### src/rtl/sync_fifo_param.sv
// sync_fifo_param: single-clock FIFO, any depth >= 2, with count, flags and error pulses.
// Define SYNC_FIFO_FWFT_EN for first-word-fall-through reads; otherwise r_data is registered.
module sync_fifo_param #(
  parameter int D_WIDTH   = 8,
  parameter int D_DEPTH   = 8,
  parameter int AF_THRESH = D_DEPTH - 1,
  parameter int AE_THRESH = 1,
  localparam int CW = $clog2(D_DEPTH + 1)
) (
  input  logic               clk,
  input  logic               rst,
  input  logic               w_en,
  input  logic [D_WIDTH-1:0] w_data,
  input  logic               r_en,
  output logic [D_WIDTH-1:0] r_data,
  output logic               r_valid,
  output logic               isEmpty,
  output logic               isFull,
  output logic               almost_full,
  output logic               almost_empty,
  output logic [CW-1:0]      count,
  output logic               overflow,
  output logic               underflow
);

  localparam int PW = $clog2(D_DEPTH);
  localparam logic [PW-1:0] P_LAST = PW'(D_DEPTH - 1);
  localparam logic [CW-1:0] C_FULL = CW'(D_DEPTH);
  localparam logic [CW-1:0] C_AF   = CW'(AF_THRESH);
  localparam logic [CW-1:0] C_AE   = CW'(AE_THRESH);

  logic [D_WIDTH-1:0] mem [D_DEPTH];
  logic [PW-1:0]      w_ptr;
  logic [PW-1:0]      r_ptr;
  logic               wr_acc;
  logic               rd_acc;

  assign isEmpty      = (count == '0);
  assign isFull       = (count == C_FULL);
  assign almost_full  = (count >= C_AF);
  assign almost_empty = (count <= C_AE);

  assign wr_acc = w_en & ~isFull;
  assign rd_acc = r_en & ~isEmpty;

  // Pointers wrap by compare so depth need not be a power of two.
  always_ff @(posedge clk or posedge rst) begin
    if (rst) begin
      w_ptr     <= '0;
      r_ptr     <= '0;
      count     <= '0;
      overflow  <= 1'b0;
      underflow <= 1'b0;
    end else begin
      overflow  <= w_en & isFull;
      underflow <= r_en & isEmpty;
      if (wr_acc)
        w_ptr <= (w_ptr == P_LAST) ? '0 : w_ptr + PW'(1);
      if (rd_acc)
        r_ptr <= (r_ptr == P_LAST) ? '0 : r_ptr + PW'(1);
      unique case (1'b1)
        (wr_acc & ~rd_acc): count <= count + CW'(1);
        (rd_acc & ~wr_acc): count <= count - CW'(1);
        default: ;
      endcase
    end
  end

  always_ff @(posedge clk) begin
    if (wr_acc && !rst)
      mem[w_ptr] <= w_data;
  end

`ifdef SYNC_FIFO_FWFT_EN
  assign r_data  = mem[r_ptr];
  assign r_valid = ~isEmpty;
`else
  always_ff @(posedge clk or posedge rst) begin
    if (rst) begin
      r_data  <= '0;
      r_valid <= 1'b0;
    end else begin
      r_valid <= rd_acc;
      if (rd_acc)
        r_data <= mem[r_ptr];
    end
  end
`endif

endmodule

### config.mk
export PLATFORM = sky130hd
export DESIGN_NAME = sync_fifo_param
export DESIGN_NICKNAME = d
export VERILOG_FILES = /design/src/rtl/sync_fifo_param.sv
export SDC_FILE = /design/constraint.sdc
export NUM_CORES = 1
export LEC_CHECK = 0
export CORE_MARGIN = 2
export CORE_UTILIZATION = 50
export CTS_BUF_LIST = sky130_fd_sc_hd__clkbuf_4 sky130_fd_sc_hd__clkbuf_8
export CTS_CLUSTER_SIZE = 24
export DETAILED_ROUTE_END_ITERATION = 7
export HOLD_SLACK_MARGIN = 0.12
export PLACE_DENSITY = 0.71
export SYNTH_ARGS = -nofsm -noshare
export SYNTH_HDL_FRONTEND = slang
export SYNTH_SLANG_ARGS = --single-unit
export TNS_END_PERCENT = 5
### constraint.sdc
create_clock -name clk -period 7.23 [get_ports clk]
set_clock_uncertainty 0.05 [all_clocks]
set_input_delay 1.8075 -clock clk [delete_from_list [all_inputs] [get_ports clk]]
set_output_delay 1.8075 -clock clk [all_outputs]
set_load 0.1 [all_outputs]
==> metrics.csv <==
stage,metric,value,unit
yosys,most frequent cell after synthesis,edfxtp_1,
power_and_ir_drop,Lkg Pwr,0.00149,uW
drt,Antenna Nets Post-Route,0,
setup_path,crit-path leading delay family,buffers and inverters,
grt,Congestion Overflow GR,0,
setup_path,"Max FO, Critical Path",12,
clock_tree,Hold Buf Count CTS,0,
cells_and_area,# diodes,0,
cells_and_area,Util after Layout,0.602,
worst_hold_path,worst min path class,reg -> reg,
yosys,synthesized cell area,3520,sq um
timing,Least-Margin Pin Slew,0.996,ns
yosys,Yosys top cell by area,edfxtp_1,
clock_tree,setup bufs post-CTS,0,
status,status,completed,
power_and_ir_drop,power per cell area,460,nW/um^2
yosys,commonest register cell after synthesis,edfxtp_1,
clock_tree,# H-tree levels,3,
clock_tree,clock root buffer,clkbuf_8,
timing,Final setup viols,0,
setup_path,crit-path max cell delay,1.14,ns
clock_tree,CTS tree,done,
power_and_ir_drop,Power Total,1880,uW
die,Die Area,7740,sq um
timing,Relative slew margins,0.331,
die,Die Ht,88.0,um
die,Initial Utilization,0.519,
drt,Post-route DRC,0,
grt,first-pass GRT wire length,10700,um
cells_and_area,Area growth syn-to-layout,16.0,%
die,Ports,31,
yosys,number of enable flip-flop cells after synthesis,64,
drt,initial DRC count,65,
yosys,"FFs w/ async S/R, synth",0.247,
yosys,yosys warns,0,
drt,wire per inst,19.4,um
grt,largest net degree at the start of global routing,36,
setup_path,Buffers & Inverters on Critical Path,3,
timing,fin. max-slew vios,0,
yosys,synth top area cells,"edfxtp_1, dfrtp_1, mux2_2",
die,Die Wd,88.0,um
clock_tree,"Clk Latency, worst-skew pair",0.36,ns
drt,Vias/cell,5.38,
timing,Fin Setup TNS,0,ns
yosys,syn nets,239,
flow_run,max-cap violation count,0,
drt,routed via count,1909,
yosys,Post-synth top cells,"edfxtp_1, dfrtp_1, mux2_2, mux2i_1",
setup_path,critical path class,reg -> out,
timing,crit share post-route,0.629,
timing,Fin. Hold Viols,0,
timing,FMAX,220,MHz
clock_tree,clock sinks,85,
clock_tree,CTS max path bufs,2,
setup_path,Setup crit start kind,register,
placed_design,DP HPWL,4680,um
setup_path,Crit. End Element,output pin,
yosys,Synth top area share,0.545,
cells_and_area,filler instances,550,
yosys,Netlist cell types,32,
cells_and_area,layout cell share with drive strength beyond 1,0.162,
drt,Total Routed Length,6870,um
placed_design,global placement routability congestion,0.747,
yosys,Syn Area/Cell,16.1,sq um
yosys,Gate Count Post-Synth,219,
setup_path,slowest CP cell,clkdlybuf4s50_1,
power_and_ir_drop,VDD IR max,0.183,mV
timing,hold_ws,0.484,ns
grt,GR Util All Layers,0.196,
cells_and_area,Post-Layout Cell Count,355,
setup_path,CP cell instances,inv_1 -> ha_1 -> nor3b_1 -> buf_4 -> clkdlybuf4s50_1,
die,Row Count,30,
timing,crit path time final,4.55,ns
grt,vias in the first global route,1970,
cells_and_area,Nets,274,
setup_path,Critical Path RT,5.37,ns
placed_design,# placed instances,339,
yosys,register area share after synthesis,0.694,
setup_path,crit path DAT,2.69,ns
placed_design,I/O Buffers,30,
clock_tree,Worst-path clk slew,0.08,ns
yosys,"FF+latch count, synth",85,
drt,first-pass detailed-route iteration total,4,
grt,initial antenna violation count,0,
die,CORE AREA,6790,sq um
clock_tree,post-CTS sizing,0,
clock_tree,total CTS buffers,9,
timing,RSZ-0062 raised after global routing,no,
==> final cells by class <==
cell class	instances	area (sq um)	share of cell area
Clock buffer	9	124	0.0303
Clock inverter	7	76.3	0.0187
Inverter	6	22.5	0.00551
Multi-Input combinational cell	120	985	0.241
Sequential cell	85	2450	0.598
Tap cell	96	120	0.0294
Timing Repair Buffer	32	315	0.0771
==> cells in the final DEF (no fill, tap or decap), types with 4 or more instances in the layout <==
master | synthesis | layout
dfrtp_1 | 21 | 21
edfxtp_1 | 64 | 64
nor2_1 | 11 | 11
clkdlybuf4s50_1 | 0 | 30
mux2i_1 | 17 | 17
ha_1 | 8 | 8
clkbuf_8 | 0 | 9
inv_1 | 6 | 6
a22o_1 | 8 | 8
o22ai_1 | 8 | 8
clkinv_4 | 0 | 4
mux2_2 | 21 | 21
nand2_1 | 4 | 4
o31ai_1 | 5 | 5
nand2b_1 | 5 | 5
o21ai_0 | 11 | 11
==> metal layers <==
layer | global-route usage | share of wire | vias up
li1 | - | - | 910
met1 | 0.282 | 0.49 | 944
met2 | 0.296 | 0.46 | 47
met3 | 0.0452 | 0.038 | 8
met4 | 0.0671 | 0.012 | 0
met5 | 0 | 0 | -
==> stage by stage <==
stage / worst slack (ns) / cell area, sq um
detailed placement: 2.67 / 3890
global route: 2.57 / 4090
global placement: 2.74 / 3890
floorplan: 2.04 / 3520
finish: 2.68 / 4090
CTS: 2.70 / 4090
==> worst paths after layout <==
path                                               to  cells past startpoint  slack (ns)                  start
worst max-delay path                          isEmpty                      5        2.68   count[0]$_DFFE_PP0P_
worst min-delay path            r_data[2]$_DFFE_PP0P_                      2        0.48  r_data[2]$_DFFE_PP0P_
worst max register to register   count[3]$_DFFE_PP0P_                     10        4.38   count[0]$_DFFE_PP0P_
worst min register to register  r_data[2]$_DFFE_PP0P_                      2        0.48  r_data[2]$_DFFE_PP0P_
max in group asynchronous       r_data[5]$_DFFE_PP0P_                      2        4.75                    rst
min in group asynchronous        count[2]$_DFFE_PP0P_                      2        1.87                    rst
==> sequential cells by signal, indices dropped and copies added (netlist names) <==
signal     cells
mem           64
r_data         8
count          4
r_ptr          3
w_ptr          3
overflow       1
r_valid        1
underflow      1
==> worst register-to-register path: stages (launching register included) <==
cell      delay, ns
dfrtp_1        0.49
inv_1          0.07
ha_1           0.24
nor3b_1        0.15
buf_4          0.18
nand2b_1       0.40
inv_1          0.19
ha_1           0.26
or4b_1         0.47
a21oi_2        0.15
xor2_1         0.14
==> report_power, final <==
part / leakage (uW) / switching (uW) / internal, uW
registers: 0.000832 / 73.5 / 611
clock network: 0.0000970 / 170 / 161
logic: 0.000559 / 596 / 272
total: 0.00149 / 839 / 1040
==> kinds of logic (layout without fill, tap and decap cells) <==
logic type | count (synthesis) | after routing | synth area share
xor gates and xnor gates | 4 | 4 | 0.00994
DFF | 85 | 85 | 0.694
and+or+nand+nor | 33 | 33 | 0.0501
adders and majority gates | 8 | 8 | 0.0284
buffers and inverters | 14 | 54 | 0.0263
muxes | 38 | 38 | 0.115
AOI/OAI and AO/OA | 37 | 37 | 0.0756
No activity file was read; power rests on OpenSTA's default activity.
